## config.mk

```make
export PLATFORM = sky130hd
export DESIGN_NAME = irq_ctrl
export DESIGN_NICKNAME = d
export VERILOG_FILES = /design/src/rtl/csr_pkg.sv /design/src/rtl/irq_sync.sv /design/src/rtl/irq_ctrl.sv
export SDC_FILE = /design/constraint.sdc
export NUM_CORES = 1
export LEC_CHECK = 0
export ABC_AREA = 1
export CAP_MARGIN = 10
export CORE_ASPECT_RATIO = 1.5
export CORE_MARGIN = 4
export CORE_UTILIZATION = 25
export DETAILED_ROUTE_END_ITERATION = 8
export SYNTH_ARGS = -nofsm -noshare
export SYNTH_HDL_FRONTEND = slang
export SYNTH_SLANG_ARGS = --single-unit
```

## constraint.sdc

```tcl
create_clock -name clk_i -period 4.1 [get_ports clk_i]
set_clock_uncertainty 0.15 [all_clocks]
set_input_delay 0.82 -clock clk_i [delete_from_list [all_inputs] [get_ports clk_i]]
set_output_delay 0.82 -clock clk_i [all_outputs]
set_load 0.1 [all_outputs]
```

## src/rtl/csr_pkg.sv

```systemverilog
// CSR-side constants and types shared by the machine-mode interrupt logic.
// The mip/mie bit index of every source equals its mcause exception code.
package csr_pkg;

  localparam int CSR_MSI_BIT    = 3;
  localparam int CSR_MTI_BIT    = 7;
  localparam int CSR_MEI_BIT    = 11;
  localparam int CSR_LOCAL_BASE = 16;

  localparam logic [1:0] MTVEC_VECTORED = 2'b01;

  typedef logic [4:0] irq_code_t;

  typedef enum logic [1:0] {
    IRQ_IDLE = 2'd0,
    IRQ_REQ  = 2'd1,
    IRQ_BUSY = 2'd2
  } irq_state_t;

endpackage

```

## src/rtl/irq_sync.sv

```systemverilog
// Per-bit multi-flop synchroniser followed by a rising-edge detector.
// SYNC_STAGES = 0 passes the inputs straight through to the edge detector.
module irq_sync #(
  parameter int WIDTH       = 1,
  parameter int SYNC_STAGES = 2
) (
  input  logic             clk,
  input  logic             rst,
  input  logic [WIDTH-1:0] din,
  output logic [WIDTH-1:0] level,
  output logic [WIDTH-1:0] rise
);

  logic [WIDTH-1:0] level_d;

  generate
    if (SYNC_STAGES == 0) begin : g_bypass
      assign level = din;
    end else begin : g_sync
      logic [WIDTH-1:0] meta_p [SYNC_STAGES];

      always_ff @(posedge clk or posedge rst) begin
        if (rst) begin
          for (int s = 0; s < SYNC_STAGES; s++) meta_p[s] <= '0;
        end else begin
          meta_p[0] <= din;
          for (int s = 1; s < SYNC_STAGES; s++) meta_p[s] <= meta_p[s-1];
        end
      end

      assign level = meta_p[SYNC_STAGES-1];
    end
  endgenerate

  // edge stage: one-cycle delayed copy of the synchronised level
  always_ff @(posedge clk or posedge rst) begin
    if (rst) level_d <= '0;
    else     level_d <= level;
  end

  assign rise = level & ~level_d;

endmodule

```

## src/rtl/irq_ctrl.sv

```systemverilog
// Machine-mode interrupt controller: pending latch, priority select and a
// req/ack handshake towards the M-stage trap logic, blocked until mret.
module irq_ctrl
  import csr_pkg::*;
#(
  parameter int                   XLEN        = 32,
  parameter int                   NUM_LOCAL   = 16,
  parameter logic [NUM_LOCAL-1:0] LOCAL_EDGE  = '0,
  parameter int                   SYNC_STAGES = 2
) (
  input  logic                          clk_i,
  input  logic                          rst_i,
  input  logic                          irq_software_i,
  input  logic                          irq_timer_i,
  input  logic                          irq_external_i,
  input  logic [NUM_LOCAL-1:0]          irq_local_i,
  input  logic [CSR_LOCAL_BASE+NUM_LOCAL-1:0] mie_i,
  input  logic                          mstatus_mie_i,
  input  logic [XLEN-1:0]               mtvec_i,
  input  logic                          irq_ack_i,
  input  logic                          mret_i,
  output logic                          irq_req_o,
  output logic [XLEN-1:0]               irq_cause_o,
  output logic [XLEN-1:0]               irq_target_o,
  output logic [CSR_LOCAL_BASE+NUM_LOCAL-1:0] mip_o,
  output logic                          busy_o
);

  localparam int NUM_SRC = 3 + NUM_LOCAL;
  localparam int MIP_W   = CSR_LOCAL_BASE + NUM_LOCAL;
  localparam logic [NUM_SRC-1:0] SRC_EDGE = {LOCAL_EDGE, 3'b000};
  localparam logic [MIP_W-1:0]   MIP_EDGE = {LOCAL_EDGE, 16'h0000};

  logic [NUM_SRC-1:0] src_raw, src_lvl, src_rise, src_set;
  logic [MIP_W-1:0]   mip_q, mip_d, mip_set, elig, code_oh, ack_clr;
  irq_state_t         state_q, state_d;
  irq_code_t          code_q, sel_code;
  logic               sel_vld, load, frozen_elig;
  logic [XLEN-1:0]    cause_q, target_q, sel_cause, sel_target, base;

  assign src_raw = {irq_local_i, irq_external_i, irq_timer_i, irq_software_i};

  irq_sync #(
    .WIDTH       (NUM_SRC),
    .SYNC_STAGES (SYNC_STAGES)
  ) u_sync (
    .clk   (clk_i),
    .rst   (rst_i),
    .din   (src_raw),
    .level (src_lvl),
    .rise  (src_rise)
  );

  // Level sources follow the synchronised line, edge sources only see rises.
  assign src_set = (src_lvl & ~SRC_EDGE) | (src_rise & SRC_EDGE);

  always_comb begin
    mip_set = '0;
    mip_set[CSR_MSI_BIT] = src_set[0];
    mip_set[CSR_MTI_BIT] = src_set[1];
    mip_set[CSR_MEI_BIT] = src_set[2];
    for (int i = 0; i < NUM_LOCAL; i++) mip_set[CSR_LOCAL_BASE+i] = src_set[3+i];
  end

  assign code_oh     = MIP_W'(1) << code_q;
  assign ack_clr     = (state_q == IRQ_REQ && irq_ack_i) ? code_oh : '0;
  assign mip_d       = mip_set | (MIP_EDGE & mip_q & ~ack_clr);
  assign elig        = mstatus_mie_i ? (mip_q & mie_i) : '0;
  assign frozen_elig = |(elig & code_oh);

  // Fixed priority: MEI, MSI, MTI, then locals with the lowest index winning.
  always_comb begin
    sel_vld  = 1'b1;
    sel_code = '0;
    if (elig[CSR_MEI_BIT])      sel_code = irq_code_t'(CSR_MEI_BIT);
    else if (elig[CSR_MSI_BIT]) sel_code = irq_code_t'(CSR_MSI_BIT);
    else if (elig[CSR_MTI_BIT]) sel_code = irq_code_t'(CSR_MTI_BIT);
    else begin
      sel_vld = 1'b0;
      for (int i = NUM_LOCAL - 1; i >= 0; i--) begin
        if (elig[CSR_LOCAL_BASE+i]) begin
          sel_vld  = 1'b1;
          sel_code = irq_code_t'(CSR_LOCAL_BASE + i);
        end
      end
    end
  end

  always_comb begin
    sel_cause           = '0;
    sel_cause[XLEN-1]   = 1'b1;
    sel_cause[4:0]      = sel_code;
    base                = {mtvec_i[XLEN-1:2], 2'b00};
    sel_target          = (mtvec_i[1:0] == MTVEC_VECTORED) ?
                          base + (XLEN'(sel_code) << 2) : base;
  end

  always_comb begin
    state_d = state_q;
    load    = 1'b0;
    case (state_q)
      IRQ_IDLE: begin
        if (sel_vld) begin
          state_d = IRQ_REQ;
          load    = 1'b1;
        end
      end
      IRQ_REQ: begin
        if (irq_ack_i)         state_d = IRQ_BUSY;
        else if (!frozen_elig) state_d = IRQ_IDLE;
      end
      IRQ_BUSY: begin
        if (mret_i) state_d = IRQ_IDLE;
      end
      default: state_d = IRQ_IDLE;
    endcase
  end

  // state stage: FSM, pending bits and the frozen request payload
  always_ff @(posedge clk_i or posedge rst_i) begin
    if (rst_i) begin
      state_q  <= IRQ_IDLE;
      mip_q    <= '0;
      code_q   <= '0;
      cause_q  <= '0;
      target_q <= '0;
    end else begin
      state_q <= state_d;
      mip_q   <= mip_d;
      if (load) begin
        code_q   <= sel_code;
        cause_q  <= sel_cause;
        target_q <= sel_target;
      end
    end
  end

  assign irq_req_o    = (state_q == IRQ_REQ);
  assign busy_o       = (state_q == IRQ_BUSY);
  assign irq_cause_o  = cause_q;
  assign irq_target_o = target_q;
  assign mip_o        = mip_q;

endmodule

```

==> results by group <==
Routing
  – 1st-pass router iterations: 4
  – Via count: approximately 3700
  – Total Wirelength: between 10000 and 15000 µm
  – Post-DRT Antenna Nets: 0
  – Initial DRC count: 177
  – Via density: between 4 and 5
  – DRC: 0
  – Avg WL per Cell: ~14 µm

Timing
  – Slew headroom: between 20 and 30%
  – Final hold slack: 0.200 ns
  – Part of the cycle the worst path needs: between 90% and 100%
  – Hold Vio Cnt, Final: 0
  – Setup TNS Final: 0 ns
  – Min cycle time layout: 3.80 ns
  – Setup violators final: 0
  – Fmax: approximately 0.26 GHz
  – Fin. max-slew vios: 0
  – Measured slew at the worst slew-check pin: 1.06 ns

Synthesis
  – Yosys top cell by area: dfrtp_1
  – Count of different cell masters after synthesis: 42
  – Top post-synthesis cells by count: nand2_1, dfrtp_1, buf_4
  – Most frequent cell after synthesis: nand2_1
  – Post-synth ARST share: 100%
  – Share of the synthesized area in the top cell type: 52.2%
  – Primary FF master, synth: dfrtp_1
  – Mux share of post-synthesis cell area: 0%
  – Avg Inst Size Synth: 9.63 µm²
  – Post-Syn Area: approximately 4600 µm²
  – Post-Synth Adder-Cell Area: under 10%
  – Flops & latches, synth: 95
  – Yosys warns: 0
  – Register area share after synthesis: roughly 52%
  – Synth Area in Compound Gates: 7.97%
  – Ranking of synthesized cells by area: dfrtp_1, nand2_1, buf_4, xor2_1, nand3_1
  – Post-synth EDFFs: 0
  – Simple-Gate Fraction of Synth Area: 22.6%
  – Post-Syn Instances: about 470
  – Synth Area in XOR/XNOR: 4.04%
  – Largest family of logic cells by synthesized area: simple AND/OR/NAND/NOR gates

Setup path
  – Required @ worst endpoint: roughly 4.2 ns
  – Startpoint Class: input pin
  – Critical path arrival: slightly below 4 ns
  – R2R Setup Slk: 0.67 ns
  – Crit-path slowest cell: clkdlybuf4s50_1
  – CP max stage delay: around 0.47 ns
  – WS Path Type: input pin to flip-flop
  – Critical path fanouts, max: 6
  – Critical Path Sink Type: flip-flop
  – Critical R2R Capture: irq_target_o[26]
  – Cell mode on critical path: nand2_1
  – R2R depth: 33
  – Reg2reg start: mip_o[31]

Floorplanning
  – Die width: approximately 120 µm
  – Die Height: between 150 and 200 µm
  – Initial Util: 25.4%
  – Die area: 20500 µm²
  – Core Area: 17900 µm²
  – IO Pins: ~190
  – Cell Rows: 60

Power and ir drop
  – PD cells: roughly 730 nW/µm²
  – Worst ir drop on vdd: ~0.27 mV
  – Total power: between 4 and 5 mW
  – P_leak: between 3 and 4 nW

Clock tree
  – Clock Tree Buf Depth: 2
  – Clock-pin slew on the worst setup and hold paths: 0.07 ns
  – CTS sink count: 95
  – Clk root buf: clkbuf_16
  – Skew-Pair Late Insertion Delay: 0.34 ns
  – H-tree levels: 3
  – CTS tree: built
  – CTS hold repair buffers: 0
  – Total CTS buffers: 9

Hold path
  – Hold endpoint: mip_o[11]
  – Worst hold path depth: 0
  – Worst Hold Class: flip-flop to flip-flop
  – Hold_sp: u_sync.level[2]

GRT
  – Gr ovfl total: 0
  – Global Route Usage Sum: 12.3%
  – Antenna violations before repair: 1
  – First-pass GRT wire length: between 15000 and 20000 µm
  – Pin count of the biggest net entering global routing: just under 50
  – Number of global-route vias before repair: 3747

Job
  – Maximum capacitance violations: 0

Placed design
  – PortBufs: 131
  – Routability cong.: 0.849
  – Final HPWL DP: between 10000 and 15000 µm

Layout
  – Share of layout cells above drive strength 1: between 10% and 20%
  – Nets@finish: 757
  – Area grow syn2layout: 47.7%

Outcome
  – Status: finished clean
[metal layers]
| metal | track usage (%) | part of all wire (%) |
|---|---|---|
| met1 | 12.7 | 36 |
| met3 | 2.19 | 4.7 |
| met2 | 23.4 | 56 |
| met5 | 0 | 0 |
| met4 | 6.11 | 3.4 |
[metrics by stage]
stage	util, %	cell area, µm²	setup WS [ns]	cells
floorplan	-	4700	0.170	513
global placement	35.3	6330	-0.379	867
detailed placement	35.3	6330	-0.389	867
CTS	37.2	6670	0.00729	884
global route	37.5	6730	-0.00593	886
finish	37.5	6730	0.297	886
[state kept, by name (all words and copies together), names as in the netlist]
register	count
mip_o	19
u_sync.g_sync.meta_p	19
u_sync.level	19
irq_cause_o	2
code_q	4
state_q	2
irq_target_o	30
[repair_timing]
| item | in CTS | in global routing |
|---|---|---|
| gates resized for setup | 1 | 14 |
| setup endpoints to repair | 5 | 21 |
| pin swaps | 2 | 13 |
| buffers inserted | 1 | 1 |
[worst max path at each step]
stage,endpoint,slack (ns),startpoint,cells after the start
floorplan,irq_target_o[26],0.17,mstatus_mie_i,34
global placement,irq_target_o[26],-0.38,mstatus_mie_i,34
detailed placement,irq_target_o[26],-0.39,mstatus_mie_i,34
CTS,irq_target_o[26],0.007,mstatus_mie_i,34
global route,irq_target_o[26],-0.006,mie_i[28],31
finish,irq_target_o[26],0.30,mie_i[27],30
[final cells by class]
type / count / area (µm²)
diodes: 1 / 2.50
clock buffers: 9 / 225
clock inverters: 7 / 96.3
fillers: 1794 / 11200
inverters: 36 / 140
multi-input cells: 332 / 1860
flip-flops and latches: 95 / 2380
well taps: 217 / 272
repair buffers: 189 / 1760
[layout by cell type (no fill, tap or decap), types with 9 or more instances in the layout]
cell type	count
clkdlybuf4s50_1	127
nand2_1	99
dfrtp_1	95
buf_4	58
conb_1	41
inv_1	32
nand3_1	31
nor2_1	25
o21ai_1	22
xor2_1	20
nand4_1	11
nor3_1	9
clkbuf_16	9
[power breakdown]
group | switching [mW] | leakage (nW) | internal [mW]
Sequential | 0.157 | 1.13 | 1.15
Clock | 0.397 | 0.155 | 0.494
Combinational | 2.09 | 1.83 | 0.631
Total | 2.65 | 3.11 | 2.27
[worst max-delay path, delay by kind of cell]
kind | cells | cell delay, ns
simple gates | 25 | 1.85
fa+ha+maj | 2 | 0.51
compound gates | 1 | 0.18
buf+inv | 2 | 0.50
[logic make-up (layout without fill, tap and decap cells)]
logic type / count (synthesis) / in the layout
xor+xnor: 21 / 21
compound gates: 59 / 59
flops: 95 / 95
fa+ha+maj: 6 / 6
other cells: 1 / 42
buf+inv: 86 / 241
simple gates: 205 / 205
Power figures use the tool's default switching activity.
